### config.mk
export PLATFORM = sky130hd
export DESIGN_NAME = fnd_scan_decoder
export DESIGN_NICKNAME = d
export VERILOG_FILES = /design/src/rtl/fnd_pkg.sv /design/src/rtl/seg7_pattern_decode.sv /design/src/rtl/fnd_scan_decoder.sv
export SDC_FILE = /design/constraint.sdc
export NUM_CORES = 1
export LEC_CHECK = 0
export BUFFER_PORTS_ARGS = -buffer_cell sky130_fd_sc_hd__buf_4
export CAP_MARGIN = 20
export CORE_ASPECT_RATIO = 1.4
export CORE_MARGIN = 10
export CORE_UTILIZATION = 55
export DETAILED_ROUTE_END_ITERATION = 7
export GPL_TIMING_DRIVEN = 0
export PLACE_DENSITY_LB_ADDON = 0.12
export SYNTH_ARGS = -nofsm -noshare
export SYNTH_HDL_FRONTEND = slang
export SYNTH_HIERARCHICAL = 1
export SYNTH_SLANG_ARGS = --single-unit
### constraint.sdc
create_clock -name clk -period 21.9 [get_ports clk]
set_clock_uncertainty 0.2 [all_clocks]
set_input_delay 4.38 -clock clk [delete_from_list [all_inputs] [get_ports clk]]
set_output_delay 4.38 -clock clk [all_outputs]
set_load 0.02 [all_outputs]
### src/rtl/fnd_pkg.sv
// Shared definitions for the 7-segment scan readback monitor: segment codes,
// legal digit enables, FSM states and the frame record.
package fnd_pkg;

  // Active-low segment patterns on seg[6:0] = {g,f,e,d,c,b,a}.
  localparam logic [6:0] SEG_0     = 7'h40;
  localparam logic [6:0] SEG_1     = 7'h79;
  localparam logic [6:0] SEG_2     = 7'h24;
  localparam logic [6:0] SEG_3     = 7'h30;
  localparam logic [6:0] SEG_4     = 7'h19;
  localparam logic [6:0] SEG_5     = 7'h12;
  localparam logic [6:0] SEG_6     = 7'h02;
  localparam logic [6:0] SEG_7     = 7'h78;
  localparam logic [6:0] SEG_8     = 7'h00;
  localparam logic [6:0] SEG_9     = 7'h10;
  localparam logic [6:0] SEG_BLANK = 7'h7F;

  // Legal enables: exactly one anode driven low.
  localparam logic [3:0] AN_D0 = 4'b1110;
  localparam logic [3:0] AN_D1 = 4'b1101;
  localparam logic [3:0] AN_D2 = 4'b1011;
  localparam logic [3:0] AN_D3 = 4'b0111;

  typedef enum logic [1:0] {
    ST_WAIT,
    ST_SETTLE,
    ST_CAPTURE,
    ST_HOLD
  } scan_state_t;

  typedef struct packed {
    logic [15:0] digits;
    logic [3:0]  blank;
    logic [3:0]  dp;
  } frame_t;

  localparam frame_t FRAME_RESET = '{digits: 16'h0000, blank: 4'hF, dp: 4'h0};

  function automatic logic an_is_legal(input logic [3:0] an);
    return an inside {AN_D0, AN_D1, AN_D2, AN_D3};
  endfunction

  function automatic logic [1:0] an_slot(input logic [3:0] an);
    case (an)
      AN_D1:   return 2'd1;
      AN_D2:   return 2'd2;
      AN_D3:   return 2'd3;
      default: return 2'd0;
    endcase
  endfunction

  // Blank digits are stored as nibble 0, so they contribute nothing.
  function automatic logic [13:0] frame_value(input frame_t f);
    logic [13:0] v;
    v = '0;
    for (int i = 3; i >= 0; i--) begin
      v = v * 14'd10 + {10'd0, f.digits[i*4 +: 4]};
    end
    return v;
  endfunction

endpackage

### src/rtl/seg7_pattern_decode.sv
// Combinational decode of an active-low 7-segment pattern into a BCD digit,
// with flags for the all-off pattern and for anything undecodable.
module seg7_pattern_decode
  import fnd_pkg::*;
(
  input  logic [6:0] pattern,
  output logic [3:0] digit,
  output logic       blank,
  output logic       invalid
);

  // NOTE: every output gets a default before the case so no path can leave
  // one unassigned and infer a latch.
  always_comb begin
    digit   = 4'd0;
    blank   = 1'b0;
    invalid = 1'b0;
    case (pattern)
      SEG_0:     digit = 4'd0;
      SEG_1:     digit = 4'd1;
      SEG_2:     digit = 4'd2;
      SEG_3:     digit = 4'd3;
      SEG_4:     digit = 4'd4;
      SEG_5:     digit = 4'd5;
      SEG_6:     digit = 4'd6;
      SEG_7:     digit = 4'd7;
      SEG_8:     digit = 4'd8;
      SEG_9:     digit = 4'd9;
      SEG_BLANK: blank = 1'b1;
      default:   invalid = 1'b1;
    endcase
  end

endmodule

### src/rtl/fnd_scan_decoder.sv
// Samples the multiplexed active-low seg/an scan, rebuilds the four digits and
// publishes them once the same frame has been seen on consecutive scans.
module fnd_scan_decoder
  import fnd_pkg::*;
#(
  parameter int SETTLE_CYCLES  = 16,
  parameter int FRAMES_STABLE  = 2,
  parameter int TIMEOUT_CYCLES = 1_000_000
) (
  input  logic        clk,
  input  logic        reset,
  input  logic [7:0]  seg_in,
  input  logic [3:0]  an_in,
  output logic [15:0] digits,
  output logic [3:0]  blank_mask,
  output logic [3:0]  dp_mask,
  output logic [13:0] value,
  output logic        frame_valid,
  output logic        pattern_error,
  output logic        scan_timeout
);

  localparam int SET_W = $clog2(SETTLE_CYCLES + 1);
  localparam int STB_W = $clog2(FRAMES_STABLE + 1);
  localparam int TO_W  = $clog2(TIMEOUT_CYCLES + 1);

  localparam logic [SET_W-1:0] SETTLE_LAST = SET_W'(SETTLE_CYCLES - 1);
  localparam logic [STB_W-1:0] STABLE_MAX  = STB_W'(FRAMES_STABLE);
  localparam logic [TO_W-1:0]  TO_MAX      = TO_W'(TIMEOUT_CYCLES);
  localparam logic [TO_W-1:0]  TO_LAST     = TO_W'(TIMEOUT_CYCLES - 1);

  logic [3:0] an_s1, an_s2, an_q;
  logic [7:0] seg_s1, seg_s2, seg_q;

  scan_state_t      state;
  logic [SET_W-1:0] settle_cnt;
  logic [STB_W-1:0] stable_cnt;
  logic [TO_W-1:0]  to_cnt;
  logic [3:0]       cap_an;
  logic [7:0]       cap_seg;
  logic [3:0]       seen;
  frame_t           frame_buf, prev_frame, pub_frame;

  logic [3:0] dec_digit;
  logic       dec_blank, dec_invalid;

  logic [1:0]       cap_slot;
  frame_t           buf_upd;
  logic [3:0]       seen_upd;
  logic [STB_W-1:0] stable_upd;
  logic             frame_done, publish, in_changed;

  // The scan is asynchronous to clk; an_q/seg_q hold the previous synchronized
  // sample for change detection.
  // NOTE: sequential state is written with non-blocking assignments only, so
  // each flop samples the value its neighbour held before the edge.
  always_ff @(posedge clk or negedge reset) begin
    if (!reset) begin
      an_s1  <= 4'hF;
      an_s2  <= 4'hF;
      an_q   <= 4'hF;
      seg_s1 <= 8'hFF;
      seg_s2 <= 8'hFF;
      seg_q  <= 8'hFF;
    end else begin
      an_s1  <= an_in;
      an_s2  <= an_s1;
      an_q   <= an_s2;
      seg_s1 <= seg_in;
      seg_s2 <= seg_s1;
      seg_q  <= seg_s2;
    end
  end

  assign in_changed = (an_s2 != an_q) || (seg_s2 != seg_q);

  seg7_pattern_decode u_decode (
    .pattern (cap_seg[6:0]),
    .digit   (dec_digit),
    .blank   (dec_blank),
    .invalid (dec_invalid)
  );

  // Next frame buffer as it would look after the capture in progress, so the
  // compare/publish decision lands in the same cycle as the write.
  always_comb begin
    cap_slot                        = an_slot(cap_an);
    buf_upd                         = frame_buf;
    buf_upd.digits[cap_slot*4 +: 4] = dec_digit;
    buf_upd.blank[cap_slot]         = dec_blank | dec_invalid;
    buf_upd.dp[cap_slot]            = ~cap_seg[7];
    seen_upd                        = seen;
    seen_upd[cap_slot]              = 1'b1;
    frame_done                      = (seen_upd == 4'hF);
    if (buf_upd != prev_frame) begin
      stable_upd = STB_W'(1);
    end else if (stable_cnt == STABLE_MAX) begin
      stable_upd = stable_cnt;
    end else begin
      stable_upd = stable_cnt + STB_W'(1);
    end
    publish = frame_done && (stable_upd == STABLE_MAX) && (buf_upd != pub_frame);
  end

  // NOTE: the frame buffers are small register sets, not RAM, so they take the
  // asynchronous reset like every other flop.
  always_ff @(posedge clk or negedge reset) begin
    if (!reset) begin
      state         <= ST_WAIT;
      settle_cnt    <= '0;
      stable_cnt    <= '0;
      to_cnt        <= '0;
      cap_an        <= 4'hF;
      cap_seg       <= 8'hFF;
      seen          <= 4'h0;
      frame_buf     <= FRAME_RESET;
      prev_frame    <= FRAME_RESET;
      pub_frame     <= FRAME_RESET;
      value         <= '0;
      frame_valid   <= 1'b0;
      pattern_error <= 1'b0;
      scan_timeout  <= 1'b0;
    end else begin
      frame_valid <= 1'b0;

      if (state == ST_CAPTURE) begin
        to_cnt       <= '0;
        scan_timeout <= 1'b0;
      end else if (to_cnt != TO_MAX) begin
        to_cnt       <= to_cnt + TO_W'(1);
        scan_timeout <= (to_cnt == TO_LAST);
      end

      case (state)
        ST_WAIT: begin
          if (an_is_legal(an_s2)) begin
            settle_cnt <= '0;
            state      <= ST_SETTLE;
          end
        end
        ST_SETTLE: begin
          if (!an_is_legal(an_s2)) begin
            state <= ST_WAIT;
          end else if (in_changed) begin
            settle_cnt <= '0;
          end else if (settle_cnt == SETTLE_LAST) begin
            cap_an  <= an_s2;
            cap_seg <= seg_s2;
            state   <= ST_CAPTURE;
          end else begin
            settle_cnt <= settle_cnt + SET_W'(1);
          end
        end
        ST_CAPTURE: begin
          if (dec_invalid) pattern_error <= 1'b1;
          if (frame_done) begin
            frame_buf  <= buf_upd;
            prev_frame <= buf_upd;
            stable_cnt <= stable_upd;
            seen       <= 4'h0;
          end else begin
            frame_buf <= buf_upd;
            seen      <= seen_upd;
          end
          if (publish) begin
            pub_frame   <= buf_upd;
            value       <= frame_value(buf_upd);
            frame_valid <= 1'b1;
          end
          state <= ST_HOLD;
        end
        ST_HOLD: begin
          if (an_s2 != cap_an) state <= ST_WAIT;
        end
        default: state <= ST_WAIT;
      endcase
    end
  end

  assign digits     = pub_frame.digits;
  assign blank_mask = pub_frame.blank;
  assign dp_mask    = pub_frame.dp;

endmodule

==> qor.txt <==
Status: completed
FFs w/ async S/R, synth: 1.00
Synth area leaders: dfrtp_1 28%, dfstp_2 16%, ha_1 7.2%, xnor2_1 7.0%, mux2_2 6.0%
Worst Tran Pin Value: 0.868 ns
Starting Density: 0.559
EDFF count, synth: 0
VDD IR max: 0.0506 mV
RSZ-0062 raised after global routing: no
Peak Freq: 0.115 GHz
Syn_nets: 1010
Area grow syn2layout: 14.1%
Gr ovfl total: 0
CP max FO: 10
Count of cell types in the netlist: 77
Synth top area share: 0.281
Initial antenna violation count: 0
Final hold violations: 0
Layout cell share with drive strength beyond 1: 0.228
Placer Congestion: 0.858
Commonest non-fill, non-tap cell in the layout: dfrtp_1
Final ANT Viol Nets: 0
Pre-CTS setup slack: 13.20 ns
Register area: 4300 sq um
Clock-pin slew on the worst setup and hold paths: 0.07 ns
Die X-Extent: 132 microns
Final setup TNS: 0 ns
Dpl hpwl: 15200 microns
TritonCTS Buffers: 17
Fin util: 0.638
Tmin final: 8.73 ns
Headroom to the max-slew limit: 0.419
Clock sinks: 169
Seq/Total Area, Yosys: 0.444
Crit path capture type: flip-flop
Leak: 5.13 nW
Post-CTS Hold Fix Bufs: 0
# setup viols final: 0
WP data arrival: 8.85 ns
Setup bufs post-CTS: 0
IO Pins: 55
Clock root buffer: clkbuf_16
PostCTS Resize Cnt: 0
H-tree Lvls: 4
Slew Limit Fails: 0
FILL cells: 1453
Final instance area: 11100 sq um
Commonest non-fill, non-tap cells in the layout: 109 x dfrtp_1, 78 x xnor2_1, 74 x nor2_1
Crit-path slowest cell: o32ai_1
YS warnings: 6
Worst setup SP type: flip-flop
Max_cap viols: 0
Worst setup path class: flip-flop to flip-flop
Post-Syn Area: 9690 sq um
Yosys reg bits: 169
Vias in the first global route: 6968
Cells after synthesis: 934
Placement Cell Area: 10400 sq um
Worst Path Required: 22.02 ns
PD cells: 57.9 nW/um^2
Die height: 177 microns
First-pass GRT wire length: 35000 microns
Die area: 23400 sq um
Ys flop type: dfrtp_1
Port-buffer cells: 54
DRT Pass-1 Iters: 4
Drt via density: 5.49
Syn avg cell area: 10.4 sq um
Via count: 6918
Part of the cycle the worst path needs: 0.399
DRC Markers: 0
Core area: 17300 sq um
Crit-path most repeated cell: ha_1
Final hold slack: 0.156 ns
Final WL: 20400 microns
CTS tree: built
Ant diodes: 0
Cell taking the most area after synthesis: dfrtp_1
Worst-skew pair later-pin latency: 0.43 ns
Max clock buf depth: 2
Final worst slack: 13.17 ns
Multi-input gate area: 5000 sq um
DR iter-0 viols: 345
Pin count of the biggest net entering global routing: 118
Nets: 1086
Max incr delay on CP: 0.65 ns
Routed WL per cell: 16.2 microns
All-Layer GR Usage: 0.183
Num rows: 57
Min-delay worst type: flip-flop to flip-flop
-- through the flow --
stage                     power (mW)  cells
after floorplan                0.331    934
after global placement         0.340   1224
after detailed placement       0.341   1227
after CTS                      0.648   1259
after global routing           0.662   1259
final                          0.640   1259
-- critical path, delay by kind of cell, from the launching register on --
family	cells	cell delay, ns
xor gates and xnor gates	6	1.20
muxes	1	0.26
buffers and inverters	4	0.75
adders and majority gates	8	2.26
DFF	1	0.58
AOI/OAI and AO/OA	5	2.18
and+or+nand+nor	6	1.19
-- cells by family (layout without fill, tap and decap cells) --
family	Yosys count	in the layout	synth area share
compound gates	152	152	0.101
buf+inv	87	176	0.0395
flops	169	169	0.444
xor+xnor	119	119	0.109
simple gates	282	282	0.149
fa+ha+maj	62	62	0.0847
mux	63	63	0.0723
-- synthesized netlist by cell type, types with 4 or more instances --
cell type / n
mux2_2: 52
nor4_1: 9
nand2b_1: 8
dfrtp_1: 109
inv_1: 52
nor2_1: 74
nor3_1: 14
a31oi_1: 13
or3_1: 4
buf_6: 6
a211oi_1: 6
o21a_1: 5
xnor2_1: 78
nand3_1: 29
fa_1: 6
a21o_1: 5
a21oi_1: 42
mux2i_1: 7
nand4_1: 14
ha_1: 56
dfstp_2: 60
or3b_2: 5
nor2b_1: 14
nand2_1: 70
clkbuf_1: 22
o32ai_1: 4
xor2_1: 40
mux2_1: 4
o21ai_0: 37
o2111ai_1: 6
and3_1: 12
-- report_power, final --
group | total [mW] | internal (mW) | switching, mW
Clock | 0.305 | 0.157 | 0.148
Sequential | 0.322 | 0.319 | 0.00320
Combinational | 0.0132 | 0.00478 | 0.00840
Total | 0.640 | 0.481 | 0.160
-- layout make-up --
class,instances,area share
timing repair buffer,57,0.0407
multi-input combinational,678,0.452
sequential,169,0.389
buffer,35,0.0170
clock buffer,17,0.0385
inverter,52,0.0176
clock inverter,15,0.0180
tap,236,0.0267
-- path summary, 6_finish.rpt --
check	from	end	slack (ns)	depth (start not counted)
hold / removal	an_s1[3]	an_s2[3]	0.16	0
setup reg to reg	cap_an[3]	value[13]	13.17	30
setup / recovery	cap_an[3]	value[13]	13.17	30
max in group asynchronous	reset	to_cnt[2]	16.97	2
min in group asynchronous	reset	prev_frame[1]	3.64	1
hold reg to reg	an_s1[3]	an_s2[3]	0.16	0
-- registers in the layout (all words and copies together) (netlist names), 4 cells and up, named ones only --
name and cells:
an_s1 4, dp_mask 4, seen 4, digits 15, seg_s1 8, prev_frame 24, cap_an 4, blank_mask 4
settle_cnt 5, seg_s2 8, to_cnt 20, cap_seg 8, an_s2 4, an_q 4, value 14, frame_buf 24
seg_q 8
-- layer usage --
metal | up-vias | share of wire | global-route usage
met2 | 107 | 0.49 | 0.306
met3 | 32 | 0.031 | 0.0352
met4 | 0 | 0.030 | 0.0781
met1 | 3356 | 0.45 | 0.227
li1 | 3423 | - | -
met5 | - | 0 | 0
(Power assumes the default switching activity.)
